<file path="src/rtl/pwm_duty_ctrl.sv">
// Button-driven duty-cycle controller: synchronises and debounces the inc/dec buttons,
// cancels simultaneous presses, and steps a saturating duty register with hold-to-auto-repeat.
module pwm_duty_ctrl #(
    parameter int DUTY_W        = 4,
    parameter int DUTY_RESET    = 8,
    parameter int DEB_CYCLES    = 4,
    parameter int HOLD_CYCLES   = 16,
    parameter int REPEAT_CYCLES = 4
) (
    input  logic              clk,
    input  logic              rst_n,
    input  logic              inc_btn,
    input  logic              dec_btn,
    output logic [DUTY_W-1:0] duty,
    output logic              step_up,
    output logic              step_dn,
    output logic              busy
);
    localparam int DH_MAX  = (DEB_CYCLES > HOLD_CYCLES) ? DEB_CYCLES : HOLD_CYCLES;
    localparam int CNT_MAX = (DH_MAX > REPEAT_CYCLES) ? DH_MAX : REPEAT_CYCLES;
    localparam int CNT_W   = (CNT_MAX > 1) ? $clog2(CNT_MAX) : 1;

    localparam logic [DUTY_W-1:0] DUTY_MAX  = '1;
    localparam logic [DUTY_W-1:0] DUTY_INIT = DUTY_W'(DUTY_RESET);
    localparam logic [CNT_W-1:0]  DEB_LAST  = CNT_W'(DEB_CYCLES - 1);
    localparam logic [CNT_W-1:0]  HOLD_LAST = CNT_W'(HOLD_CYCLES - 1);
    localparam logic [CNT_W-1:0]  REP_LAST  = CNT_W'(REPEAT_CYCLES - 1);

    typedef enum logic [1:0] {IDLE, DEBOUNCE, FIRE, HOLD} state_t;

    state_t            state_reg, state_next;
    logic [CNT_W-1:0]  cnt_reg, cnt_next;
    logic              dir_reg, dir_next;      // 1 = up, 0 = down
    logic              rep_reg, rep_next;
    logic [DUTY_W-1:0] duty_reg, duty_next;

    // Index 1 = increase button, index 0 = decrease button.
    logic [1:0] btn_raw;
    logic [1:0] btn_s;
    assign btn_raw = {inc_btn, dec_btn};

    genvar gi;
    generate
        for (gi = 0; gi < 2; gi++) begin : g_sync
            logic [1:0] sync_reg;
            always_ff @(posedge clk or negedge rst_n) begin
                if (!rst_n) begin
                    sync_reg <= '0;
                end else begin
                    sync_reg <= {sync_reg[0], btn_raw[gi]};
                end
            end
            assign btn_s[gi] = sync_reg[1];
        end
    endgenerate

    // Both pressed decodes to neither request, so the buttons cancel without priority.
    logic req_up, req_dn, req_match;
    logic [CNT_W-1:0] hold_last;
    assign req_up    = btn_s[1] & ~btn_s[0];
    assign req_dn    = ~btn_s[1] & btn_s[0];
    assign req_match = dir_reg ? req_up : req_dn;
    assign hold_last = rep_reg ? REP_LAST : HOLD_LAST;

    always_ff @(posedge clk or negedge rst_n) begin
        if (!rst_n) begin
            state_reg <= IDLE;
            cnt_reg   <= '0;
            dir_reg   <= 1'b0;
            rep_reg   <= 1'b0;
            duty_reg  <= DUTY_INIT;
        end else begin
            state_reg <= state_next;
            cnt_reg   <= cnt_next;
            dir_reg   <= dir_next;
            rep_reg   <= rep_next;
            duty_reg  <= duty_next;
        end
    end

    always_comb begin
        state_next = state_reg;
        cnt_next   = cnt_reg;
        dir_next   = dir_reg;
        rep_next   = rep_reg;
        case (state_reg)
            IDLE: begin
                if (req_up || req_dn) begin
                    dir_next   = req_up;
                    cnt_next   = '0;
                    state_next = DEBOUNCE;
                end
            end
            DEBOUNCE: begin
                if (!req_match) begin
                    state_next = IDLE;
                end else if (cnt_reg == DEB_LAST) begin
                    rep_next   = 1'b0;
                    state_next = FIRE;
                end else begin
                    cnt_next = cnt_reg + CNT_W'(1);
                end
            end
            // FIRE lasts exactly one cycle and ignores the request.
            FIRE: begin
                cnt_next   = '0;
                state_next = HOLD;
            end
            HOLD: begin
                if (!req_match) begin
                    state_next = IDLE;
                end else if (cnt_reg == hold_last) begin
                    rep_next   = 1'b1;
                    state_next = FIRE;
                end else begin
                    cnt_next = cnt_reg + CNT_W'(1);
                end
            end
            default: state_next = IDLE;
        endcase
    end

    // Pulses come only from registered state, so they have no path from the buttons.
    always_comb begin
        step_up = 1'b0;
        step_dn = 1'b0;
        busy    = (state_reg != IDLE);
        if (state_reg == FIRE) begin
            step_up = dir_reg && (duty_reg != DUTY_MAX);
            step_dn = !dir_reg && (duty_reg != '0);
        end
    end

    always_comb begin
        duty_next = duty_reg;
        if (step_up) begin
            duty_next = duty_reg + DUTY_W'(1);
        end else if (step_dn) begin
            duty_next = duty_reg - DUTY_W'(1);
        end
    end

    assign duty = duty_reg;

endmodule
</file>
<file path="config.mk">
export PLATFORM = sky130hd
export DESIGN_NAME = pwm_duty_ctrl
export DESIGN_NICKNAME = d
export VERILOG_FILES = /design/src/rtl/pwm_duty_ctrl.sv
export SDC_FILE = /design/constraint.sdc
export NUM_CORES = 1
export LEC_CHECK = 0
export CORE_MARGIN = 3
export CORE_UTILIZATION = 57
export CTS_CLUSTER_DIAMETER = 200
export DETAILED_ROUTE_END_ITERATION = 10
export DONT_BUFFER_PORTS = 1
export GPL_ROUTABILITY_DRIVEN = 0
export HOLD_SLACK_MARGIN = 0.05
export PLACE_DENSITY = 0.82
export REMOVE_ABC_BUFFERS = 1
export SLEW_MARGIN = 20
export SYNTH_ARGS = -nofsm -noshare
export SYNTH_HDL_FRONTEND = slang
export SYNTH_SLANG_ARGS = --single-unit
</file>
<file path="constraint.sdc">
create_clock -name clk -period 2.5 [get_ports clk]
set_input_delay 0.375 -clock clk [delete_from_list [all_inputs] [get_ports clk]]
set_output_delay 0.375 -clock clk [all_outputs]
set_load 0.02 [all_outputs]
</file>
==> qor.txt, run 1 <==
Status = finished, final reports clean
Inst Count DP = 101
Worst Skew = 0.00202 ns
Crit end category = flop
Clk slew on worst S/H paths = 0.10 ns
Power density cells = 908 nW/um^2
DR vias/cell = 6.14
Synth warn = 0
Crit Path Max Fanout = 5
Cell row count = 13
Top Ports = 11
DRT antenna net count = 0
CTS resizes = 0
1st-iter DRT viols = 11
Syn Std Cell Area = 923 sq um
Post CTS Setup Buffer Count = 0
Die area = 2140 sq um
Final hold viol count = 0
CP max stage delay = 0.64 ns
Seq/Total Area, Yosys = 0.435
Setup crit start kind = flop
Met3 Wirelength = 94 microns
Post-synth top area share = 0.407
Static Leak = 0.000472 uW
Global-route wire length before repair = 2880 microns
Largest net degree at the start of global routing = 17
Final setup violation count = 0
Most used DFF post-synth = dfrtp_1
Avg WL per Cell = 15.8 microns
Most common cell on crit path = nand4_1
RSZ-0062 raised after global routing = false
Worst Path Buf+Inv = 0
Final WL = 1680 microns
Worst-margin pin slew = 0.732 ns
Drt first pass iters = 4
CTS sink cnt = 16
Die X = 46.3 microns
VDD IR-drop max = 0.000634 V
Fmax = 477 MHz
Setup TNS = 0 ns
Top sig layer = met4
Total CTS buffers = 3
EDFF count, synth = 0
Wire length on met1 = 804 microns
Fillers = 100
Met2 wire len = 736 microns
Total of max-cap violations = 0
ANT cells = 0
Most common cell in the netlist = dfrtp_1
Crit-path leading delay family = flip-flops
Top post-synthesis cells by count = dfrtp_1, nand2_1, a21oi_1, inv_1, ha_1
Relative slew slack = 0.510
Area of the multi-input gates = 492 sq um
Die Y = 46.3 microns
Cells after Synth = 86
CTS tree = yes
# H-tree levels = 1
CTS max path bufs = 2
Synth unique cells = 33
Final instance count without filler cells = 106
Register area = 402 sq um
Final #Nets = 102
Hold WS = 0.0995 ns
Grt total ovfl = 0
Register bit total from synthesis = 16
CP required = 2.73 ns
Core ar. = 1420 sq um
Post-Syn Area per Cell = 10.7 sq um
Critical path's slowest cell = dfstp_2
WS Path Type = reg -> reg
Crit-path cells = nand4_1 > nand4_1 > ha_1 > a21o_1 > a21oi_1 > mux2i_1 > xor2_1
CTS Hold Buffers Added = 1
Starting Density = 0.653
Largest cells by area after synthesis = dfrtp_1, ha_1, mux2_1
Vias in the first global route = 653
Gr usage total = 0.195
Layout area overhead = 7.86%
Final min period = 2.10 ns
Crit path arrival time = 2.32 ns
Post-synth top area cell = dfrtp_1
Initial antenna violation count = 0
Period utilisation layout = 0.839
Async SR Flop Fraction = 1.00
Residual DRC count = 0
Share of cells above drive strength 1 = 0.132
Root buf cell = clkbuf_4
Worst hold path type = in -> reg
Via count = 651
Slew Viols, Final = 0
Port Buffers = 0
Dpl hpwl = 1230 microns
Clk_lat worst skew = 0.29 ns
-- cells by family (layout without fill, tap and decap cells) --
family | after synthesis | after routing | share of synthesized area
simple gates | 29 | 29 | 0.178
flops | 16 | 16 | 0.435
fa+ha+maj | 6 | 6 | 0.0894
buf+inv | 8 | 13 | 0.0325
compound gates | 15 | 15 | 0.130
xor+xnor | 4 | 4 | 0.0379
mux | 8 | 8 | 0.0976
-- cells in the final DEF, fill, tap and decap left out, types with 3 or more instances in the layout --
master,Yosys,layout
xor2_1,3,3
dfrtp_1,15,15
mux2_1,4,4
inv_1,6,6
nand3_1,4,4
a21oi_1,6,6
nand2_1,7,7
nand4_1,4,4
clkbuf_4,0,3
ha_1,5,5
-- power by group --
group	leakage [uW]	internal, uW	total (uW)	switching [uW]
Sequential	0.000205	320	416	95.8
Clock	0.0000210	88.8	175	85.8
Combinational	0.000246	134	313	179
Total	0.000472	544	904	361
-- worst reg2reg max path, stage by stage, from the launching register on --
cell and delay [ns]:
dfstp_2 0.64, nand4_1 0.14, nand4_1 0.24, ha_1 0.27
a21o_1 0.18, a21oi_1 0.17, mux2i_1 0.23, xor2_1 0.16
-- final timing paths --
path	from	to	slack, ns	cells after the start
setup / recovery	duty[3]	duty[3]	0.40	7
hold / removal	inc_btn	g_sync[1].sync_reg[0]	0.1	0
setup reg to reg	duty[3]	duty[3]	0.40	7
hold reg to reg	g_sync[0].sync_reg[0]	g_sync[0].sync_reg[1]	0.37	0
max in group asynchronous	rst_n	dir_reg	1.47	1
min in group asynchronous	rst_n	async pin	0.58	1
-- area by class of cell --
cell class / instances / share of cell area
inverters: 6 / 0.0226
well taps: 15 / 0.0188
repair buffers: 3 / 0.0251
flip-flops and latches: 16 / 0.403
multi-input cells: 62 / 0.494
clock buffers: 4 / 0.0364
-- metrics by stage --
stage	utilization	area, sq um	power [uW]	setup slack, ns
6_report	0.704	996	904	0.402
5_1_grt	0.704	996	966	0.169
4_1_cts	0.704	996	911	0.395
3_5_place_dp	0.671	950	727	0.414
3_3_place_gp	0.671	950	712	0.497
2_1_floorplan	-	916	641	0.555
-- metal layers --
layer / vias up / track usage
met5: - / 0
met4: 0 / 0.119
met3: 5 / 0.0234
met2: 22 / 0.294
met1: 303 / 0.265
li1: 321 / -
Note: power is estimated with default switching activity, not from simulation.
==> run 2: changes to the inputs <==
- ABC_AREA: unset -> 1
- clock period: 2.5 -> 2 ns (I/O delays scaled with it)
==> run 2 against run 1 <==
  * Register-to-register slack worse by 0.16 ns
  * Total power is 69% higher
  * Sequential power is 45% higher
  * Critical path depth up 3
  * Sequential cell count unchanged
  * Global-route usage shrank 0.55 points
  * Count of clock-buffer cells in the layout unchanged
  * Sequential share of layout area is 3.3 points lower
  * Die area up 6.5%
  * Critical path type unchanged
  * Largest cell class unchanged
==> qor.txt, run 2 <==
Status = finished, final reports clean (unchanged)
DRT antenna net count = 0 (unchanged)
Core ar. = 1580 sq um (was 1420 sq um)
Post-synth top area share = 0.378 (was 0.407)
Most common cell in the netlist = nand2_1 (was dfrtp_1)
Cell row count = 14 (was 13)
Crit end category = flop (unchanged)
EDFF count, synth = 0 (unchanged)
Global-route wire length before repair = 3080 microns (was 2880 microns)
Clock power frac = 0.135 (was 0.193)
Final setup violation count = 0 (unchanged)
Via count = 817 (was 651)
Power density cells = 1410 nW/um^2 (was 908 nW/um^2)
Critical path's slowest cell = dfstp_2 (unchanged)
Relative slew slack = 0.554 (was 0.510)
Die X = 47.7 microns (was 46.3 microns)
Initial antenna violation count = 0 (unchanged)
Fmax = 570 MHz (was 477 MHz)
Dpl hpwl = 1450 microns (was 1230 microns)
Comb power frac = 0.469 (was 0.347)
Commonest non-fill, non-tap cell in the layout = nand2_1 (was dfrtp_1)
Synth warn = 0 (unchanged)
Largest net degree at the start of global routing = 17 (unchanged)
Syn Std Cell Area = 992 sq um (was 923 sq um)
Starting Density = 0.629 (was 0.653)
Seq pwr share = 0.395 (was 0.460)
Register bit total from synthesis = 16 (unchanged)
RSZ-0062 raised after global routing = false (unchanged)
Commonest non-fill, non-tap cells in the layout = nand2_1, dfrtp_1, inv_1 (was dfrtp_1, nand2_1, inv_1, a21oi_1, ha_1)
Crit Path Max Fanout = 7 (was 5)
P_sw = 721 uW (was 361 uW)
Post-synth top area cell = dfrtp_1 (unchanged)
DR vias/cell = 5.75 (was 6.14)
Final min period = 1.75 ns (was 2.10 ns)
CTS tree = yes (unchanged)
Final #Nets = 137 (was 102)
CTS max path bufs = 2 (unchanged)
Async SR Flop Fraction = 1.00 (unchanged)
Post CTS Setup Buffer Count = 0 (unchanged)
CP required = 2.23 ns (was 2.73 ns)
Setup crit start kind = flop (unchanged)
Total of max-cap violations = 0 (unchanged)
Die Y = 47.7 microns (was 46.3 microns)
Worst Skew = 0.0124 ns (was 0.00202 ns)
Residual DRC count = 0 (unchanged)
WS Path Type = reg -> reg (unchanged)
Final WL = 1860 microns (was 1680 microns)
Top Ports = 11 (unchanged)
Total CTS buffers = 3 (unchanged)
Crit-path cells = nand4_1 > nand2_4 > ha_1 > nand2_1 > nand2_1 > a21o_1 > nand2_1 > nand2_1 > nand2_1 > nand2_1 (was nand4_1 > nand4_1 > ha_1 > a21o_1 > a21oi_1 > mux2i_1 > xor2_1)
Gr usage total = 0.190 (was 0.195)
Drt first pass iters = 4 (unchanged)
# H-tree levels = 1 (unchanged)
CTS sink cnt = 16 (unchanged)
Internal power = 806 uW (was 544 uW)
Worst hold path type = reg -> reg (was in -> reg)
Final hold viol count = 0 (unchanged)
Grt total ovfl = 0 (unchanged)
Switching Fraction = 0.472 (was 0.399)
Crit path arrival time = 1.98 ns (was 2.32 ns)
Slew Viols, Final = 0 (unchanged)
Clk slew on worst S/H paths = 0.10 ns (about the same)
Static Leak = 0.000568 uW (was 0.000472 uW)
VDD IR-drop max = 0.000839 V (was 0.000634 V)
Setup TNS = 0 ns (unchanged)
Dpl cell area = 1020 sq um (was 950 sq um)
Most used DFF post-synth = dfrtp_1 (unchanged)
Top post-synthesis cells by count = nand2_1, dfrtp_1, inv_1 (was dfrtp_1, nand2_1, a21oi_1, inv_1, ha_1)
Vias in the first global route = 756 (was 653)
Clk_lat worst skew = 0.28 ns (was 0.29 ns)
Period utilisation layout = 0.877 (was 0.839)
Avg WL per Cell = 13.1 microns (was 15.8 microns)
Fin area = 1090 sq um (was 996 sq um)
1st-iter DRT viols = 20 (was 11)
Worst-margin pin slew = 0.667 ns (was 0.732 ns)
Post-Syn Area per Cell = 8.41 sq um (was 10.7 sq um)
CP max stage delay = 0.63 ns (was 0.64 ns)
ANT cells = 0 (unchanged)
Root buf cell = clkbuf_4 (unchanged)
Largest cells by area after synthesis = dfrtp_1, nand2_1, ha_1 (was dfrtp_1, ha_1, mux2_1)
Share of cells above drive strength 1 = 0.222 (was 0.132)
Die area = 2280 sq um (was 2140 sq um)
Layout area overhead = 9.46% (was 7.86%)
Most common cell on crit path = nand2_1 (was nand4_1)
Seq/Total Area, Yosys = 0.405 (was 0.435)
Synth unique cells = 24 (was 33)
Port Buffers = 0 (unchanged)
Cells after Synth = 118 (was 86)
==> run 2: logic make-up (layout without fill, tap and decap cells) <==
logic type,count (synthesis),after routing,share of synthesized area
AOI/OAI and AO/OA,9,9,0.0504
xor gates and xnor gates,3,3,0.0341
adders and majority gates,6,6,0.0832
buffers and inverters,18,26,0.0681
DFF,16,16,0.405
and+or+nand+nor,66,66,0.359
==> run 2: path summary, 6_finish.rpt <==
path | cells after the start | end | slack [ns] | from
min in group asynchronous | 1 | rep_reg | 0.48 | rst_n
worst max register to register | 10 | duty[3] | 0.25 | duty[3]
worst min-delay path | 0 | g_sync[1].sync_reg[1] | 0.34 | g_sync[1].sync_reg[0]
max in group asynchronous | 1 | g_sync[0].sync_reg[1] | 1.08 | rst_n
worst min register to register | 0 | g_sync[1].sync_reg[1] | 0.34 | g_sync[1].sync_reg[0]
worst max-delay path | 10 | duty[3] | 0.25 | duty[3]
==> run 2: final cells by class <==
class	instances	area (sq um)
fill	121	490
timing repair buffer	4	37.5
clock buffer	4	36.3
multi-input combinational	84	523
inverter	18	67.6
tap	16	20.0
sequential	16	402
==> run 2: power groups by stage <==
stage	clock (uW)	sequential, uW	combinational [uW]
4_1_cts	214	599	715
2_1_floorplan	0	605	544
3_5_place_dp	0	605	701
5_1_grt	227	618	804
3_3_place_gp	0	599	666
6_report	207	604	717
==> run 2: repair_timing <==
action / 4_1_cts / 5_1_grt
hold endpoints to repair: 18 / 0
resized for setup: 0 / 0
hold buffers: 3 / 0
==> run 2: metrics by stage <==
stage | std cells | total power [uW] | util | hold slack, ns | worst slack [ns]
2_1_floorplan | 118 | 1150 | - | 0.00441 | 0.334
3_3_place_gp | 135 | 1260 | 0.647 | 0.00483 | 0.327
3_5_place_dp | 135 | 1310 | 0.647 | 0.00488 | 0.253
4_1_cts | 142 | 1530 | 0.689 | 0.357 | 0.237
5_1_grt | 142 | 1650 | 0.689 | 0.356 | 0.105
6_report | 142 | 1530 | 0.689 | 0.343 | 0.247
==> run 2: worst max-delay path, delay by kind of cell (launching register included) <==
kind	cells	cell delay, ns
flip-flops	1	0.63
AO/OA/AOI/OAI	1	0.15
adder cells (fa/ha/maj)	1	0.24
AND/OR/NAND/NOR	8	0.68
==> run 2: per-layer routing <==
layer | share of wire | vias to the layer above | global-route usage
met5 | 0 | - | 0
met1 | 0.48 | 397 | 0.271
met4 | 0.0091 | 0 | 0.0538
met3 | 0.053 | 4 | 0.0489
met2 | 0.46 | 27 | 0.285
li1 | - | 389 | -
